[config.mk]
export PLATFORM = sky130hd
export DESIGN_NAME = issue_scoreboard
export DESIGN_NICKNAME = d
export VERILOG_FILES = /design/src/rtl/issue_scoreboard.sv
export SDC_FILE = /design/constraint.sdc
export NUM_CORES = 1
export LEC_CHECK = 0
export CORE_MARGIN = 2
export CORE_UTILIZATION = 40
export CTS_CLUSTER_DIAMETER = 50
export DETAILED_ROUTE_END_ITERATION = 12
export GPL_ROUTABILITY_DRIVEN = 1
export PLACE_DENSITY = 0.68
export SKIP_LAST_GASP = 1
export SYNTH_ARGS = -nofsm -noshare
export SYNTH_HDL_FRONTEND = slang
export SYNTH_SLANG_ARGS = --single-unit
export TNS_END_PERCENT = 10
[constraint.sdc]
create_clock -name clk -period 3 [get_ports clk]
set_input_delay 0.45 -clock clk [delete_from_list [all_inputs] [get_ports clk]]
set_output_delay 0.45 -clock clk [all_outputs]
set_load 0.1 [all_outputs]
[src/rtl/issue_scoreboard.sv]
// Issue slot between decode and the functional units: holds one uop, tracks
// pending register writes in a busy scoreboard and stalls on RAW/WAW hazards.
package Uop;
  typedef enum logic [1:0] {
    EX_NONE    = 2'd0,
    EX_DECODE  = 2'd1,
    EX_ILLEGAL = 2'd2
  } ex_t;

  localparam logic [3:0] OP_NOP   = 4'd0;
  localparam logic [3:0] OP_ADD   = 4'd1;
  localparam logic [3:0] OP_ADDI  = 4'd2;
  localparam logic [3:0] OP_STORE = 4'd3;

  typedef struct packed {
    logic [3:0]  op;
    logic [4:0]  rd;
    logic [4:0]  rs1;
    logic [4:0]  rs2;
    logic [11:0] imm;
    ex_t         ex;
  } dec_t;
endpackage

module issue_scoreboard #(
  parameter  int NUM_REGS = 32,
  localparam int RW       = $clog2(NUM_REGS)
) (
  input  logic                clk,
  input  logic                rst,
  input  logic                inValid,
  output logic                inReady,
  input  Uop::dec_t           inDec,
  output logic                outValid,
  input  logic                outReady,
  output Uop::dec_t           outDec,
  input  logic                wbValid,
  input  logic [RW-1:0]       wbRd,
  input  logic                flush,
  output logic [NUM_REGS-1:0] busyRegs,
  output logic                drained
);

  typedef enum logic [1:0] {
    EMPTY   = 2'd0,
    HELD    = 2'd1,
    BLOCKED = 2'd2
  } state_t;

  state_t              state_reg, state_next;
  Uop::dec_t           out_dec_reg;
  logic [NUM_REGS-1:0] busy_reg, busy_next;
  logic                hazard, exc_held, fire, accept;

  // Hazard looks only at the registered scoreboard; a writeback this cycle
  // does not unblock the held uop until the next cycle.
  assign hazard   = busy_reg[out_dec_reg.rs1[RW-1:0]]
                  | busy_reg[out_dec_reg.rs2[RW-1:0]]
                  | busy_reg[out_dec_reg.rd[RW-1:0]];
  assign exc_held = (out_dec_reg.ex != Uop::EX_NONE);

  always_comb begin
    state_next = state_reg;
    outValid   = 1'b0;
    inReady    = 1'b0;
    fire       = 1'b0;
    case (state_reg)
      EMPTY: inReady = !flush;
      HELD: begin
        outValid = !flush && (exc_held || !hazard);
        fire     = outValid && outReady;
        // An excepting uop parks the slot in BLOCKED, so no refill behind it.
        inReady  = fire && !exc_held;
        if (fire) state_next = exc_held ? BLOCKED : EMPTY;
      end
      BLOCKED: state_next = BLOCKED;
      default: state_next = EMPTY;
    endcase
    accept = inValid && inReady;
    if (accept) state_next = HELD;
    if (flush)  state_next = EMPTY;
  end

  // Per-register scoreboard update; a same-cycle reservation beats a release.
  genvar gi;
  generate
    for (gi = 0; gi < NUM_REGS; gi++) begin : g_busy
      if (gi == 0) begin : g_zero
        assign busy_next[gi] = 1'b0;
      end else begin : g_reg
        logic set_hit, clr_hit;
        assign set_hit = fire && !exc_held && (out_dec_reg.rd[RW-1:0] == RW'(gi));
        assign clr_hit = wbValid && (wbRd == RW'(gi));
        assign busy_next[gi] = set_hit || (busy_reg[gi] && !clr_hit);
      end
    end
  endgenerate

  always_ff @(posedge clk) begin
    if (rst) begin
      state_reg   <= EMPTY;
      busy_reg    <= '0;
      out_dec_reg <= '0;
    end else begin
      state_reg <= state_next;
      busy_reg  <= busy_next;
      if (accept) out_dec_reg <= inDec;
    end
  end

  assign outDec   = out_dec_reg;
  assign busyRegs = busy_reg;
  assign drained  = (state_reg == EMPTY) && (busy_reg == '0);

endmodule

==> run summary <==
## Routing
• 0 — antenna-violating nets left
• 5.856 — Vias/cell
• 231 — DRC violation total after the first TritonRoute iteration
• 18.97 um — detail-routed net length per standard cell
• 3631 — overall via count from detail_route
• 4 — total iterations of the first detailed-routing run
• 11760 um — final wirelength
• 0 — Remaining DRCs

## Critical path
• 2470 ps — critical path arrival
• 510 ps — CP max stage delay
• flop — CP startpoint kind
• 2550 ps — critical path required time
• primary output — endpoint kind of the worst setup timing path
• reg2out — Worst Setup Path Type
• sky130_fd_sc_hd__mux4_2 — cell with the largest stage delay on the worst path
• 14 — worst-path fanout max
• mux2i_1 -> mux4_2 -> a32oi_1 -> and3_4 -> nor3_2 -> o31a_2 -> buf_12 — critical-path cell list

## Global route
• 0.03900 — met3 track demand over resource in global routing
• met2 — layer carrying the most global-route usage
• 18510 um — first-pass GRT wire length
• 35 — pin count of the biggest net entering global routing
• 0.3717 — met2 layer usage reported by global route
• 0 — remaining global-route overflow
• 0.2372 — All-Layer GR Usage
• 0.3230 — Global Route met1 Usage
• 0 — initial antenna violation count
• 3466 — via count of the first global-routing pass

## STA
• yes — RSZ-0062 raised after global routing
• 665.8 ps — worst-margin pin slew
• 342.5 MHz — fmax
• 0.9732 — crit share post-route
• 2920 ps — shortest period the worst path allows
• 0 — final hold violations
• 496.5 ps — worst hold slack across all endpoints
• 8.017 ps — setup skew after layout
• 0.5534 — Max transition margin
• 0 — total of endpoints with negative setup slack in the final report
• 0 — final count of pins violating max slew

## Logic synthesis
• 444 — Synth Net Count
• sky130_fd_sc_hd__dfxtp_1, sky130_fd_sc_hd__mux2i_1, sky130_fd_sc_hd__nor2_1, sky130_fd_sc_hd__o21ai_0, sky130_fd_sc_hd__nand3_1 — cells taking the most area after synthesis
• 0.3565 — sequential-to-total area share from yosys stat
• 53 — count of different cell masters after synthesis
• 9.335 um^2 — average cell area after synthesis
• 0.3565 — area share of the largest cell type after synthesis
• sky130_fd_sc_hd__dfxtp_1 — leading area contributor after synthesis
• 0 — Post-synth EDFFs
• 66 — Seq cells post-synth
• 0.003706 mm^2 — netlist area before placement
• 0 — warning count from the yosys run
• 397 — instance count of the mapped netlist
• sky130_fd_sc_hd__dfxtp_1 — predominant post-synthesis flop cell
• 0 — Post-synth ARST share

## Final layout
• 551 — number of nets in the layout
• 0.2967 — share of post-route cells with drive strength above 1
• sky130_fd_sc_hd__buf_4, sky130_fd_sc_hd__mux2i_1, sky130_fd_sc_hd__nor2_1, sky130_fd_sc_hd__clkdlybuf4s50_1, sky130_fd_sc_hd__dfxtp_1 — most frequent cells in the layout
• 0 — n_diodes
• 33 — max reg flops
• 0.5523 — core utilization of the finished layout
• 815 — count of fill cells added during filler insertion
• 35.75% — area added between synthesis and finish
• 0.005031 mm^2 — Post-Layout Inst Area
• sky130_fd_sc_hd__buf_4 — most common cell after layout, fill and taps aside

## Floorplanning
• 100.3 um — die width
• 35 — cell row count
• 0.4069 — effective utilization at floorplan
• 100.3 um — vertical extent of the die
• 0.01005 mm^2 — die footprint
• 112 — number of top-level design ports
• 0.009109 mm^2 — placeable core region

## Placement
• 0.004797 mm^2 — cell area after placement
• 8709 um — hpwl dp
• 110 — count of input and output buffers
• 0.9049 — placer congestion estimate

## Hold path
• reg2reg — Min-Delay Path Class

## CTS
• built — TritonCTS clock tree
• 9 — number of buffers created by CTS
• sky130_fd_sc_hd__clkbuf_8 — Root Buffer
• 0 — hold buffer count at cts
• 350 ps — clock latency reported for the late side of the worst-skew pair
• 66 — Num Clock Sinks
• 2 — Clock Tree Buf Depth
• 3 — CTS H-Tree Depth
• 70 ps — register clock-pin slew on the reported worst setup and hold paths

## Flow run
• 0 — max cap viols

## Power
• 0.002156 W — PnR Total Power
• 428.5 mW/mm^2 — power density cells
• 0.0002351 V — worst voltage drop across the vdd grid
• 1.950 nW — leakage dissipation

## Status
• complete, no violations — run status

## final cells by class
cell class              count  area (um^2)  area share
repair buffers            125         1084      0.2154
clock buffers               9        123.9     0.02462
flip-flops and latches     66         1376      0.2736
clock inverters             7        66.31     0.01318
well taps                 111        138.9     0.02761
multi-input cells         292         2205      0.4382
inverters                  10        37.54    0.007461
## per-stage QoR
stage / instances / setup TNS, ps / worst slack, ps
CTS: 618 / -23.67 / -23.67
detailed placement: 600 / 0 / 270.3
floorplan: 397 / 0 / 16.11
global placement: 600 / 0 / 336.7
finish: 620 / 0 / 80.35
global route: 620 / -443.3 / -48.36
## layer usage
layer / vias to the layer above / share of wire
met4: 0 / 0.025
li1: 1709 / -
met3: 29 / 0.059
met2: 155 / 0.47
met1: 1738 / 0.45
met5: - / 0
## kinds of logic after synthesis
| family | share of synthesized area |
|---|---|
| AND/OR/NAND/NOR | 0.1958 |
| AO/OA/AOI/OAI | 0.1421 |
| multiplexers | 0.2370 |
| flip-flops | 0.3565 |
| buffers and inverters | 0.05739 |
| adder cells (fa/ha/maj) | 0.01013 |
| other | 0.001012 |
## where the power goes
part | leakage, nW | switching [W] | internal [W]
clock | 0.104 | 0.000358 | 0.000383
combinational | 1.29 | 0.000309 | 0.000167
sequential | 0.552 | 0.0000425 | 0.000897
total | 1.95 | 0.000709 | 0.00145
## cells in the mapped netlist (8+ instances only)
library cell / n
sky130_fd_sc_hd__clkbuf_1: 14
sky130_fd_sc_hd__dfxtp_1: 66
sky130_fd_sc_hd__inv_1: 9
sky130_fd_sc_hd__mux2i_1: 60
sky130_fd_sc_hd__nand2_1: 18
sky130_fd_sc_hd__nand3_1: 28
sky130_fd_sc_hd__nor2_1: 45
sky130_fd_sc_hd__nor4_1: 8
sky130_fd_sc_hd__o211ai_1: 11
sky130_fd_sc_hd__o21ai_0: 32
sky130_fd_sc_hd__o311ai_0: 8
## repair_timing
| item | CTS | global route |
|---|---|---|
| setup endpoints to repair | 2 | 8 |
| pin swaps | 3 | 1 |
| gates cloned | 0 | 0 |
| resized for setup | 0 | 2 |
| setup buffers | 2 | 2 |
## worst paths after layout
check	from	end	slack [ps]	depth (start not counted)
worst max register to register	outDec[25]$_SDFFE_PP0P_	outDec[19]$_SDFFE_PP0P_	120	10
worst min register to register	outDec[11]$_SDFFE_PP0P_	outDec[11]$_SDFFE_PP0P_	500	2
worst max-delay path	outDec[21]$_SDFFE_PP0P_	outValid	80	7
worst min-delay path	outDec[11]$_SDFFE_PP0P_	outDec[11]$_SDFFE_PP0P_	500	2
## worst max-delay path: cells and delay by family, from the launching register on
kind            cells  cell delay, ps
mux                 2             610
simple gates        2             330
flops               1             470
buf+inv             1             170
compound gates      2             530
Note: power is estimated with default switching activity, not from simulation.
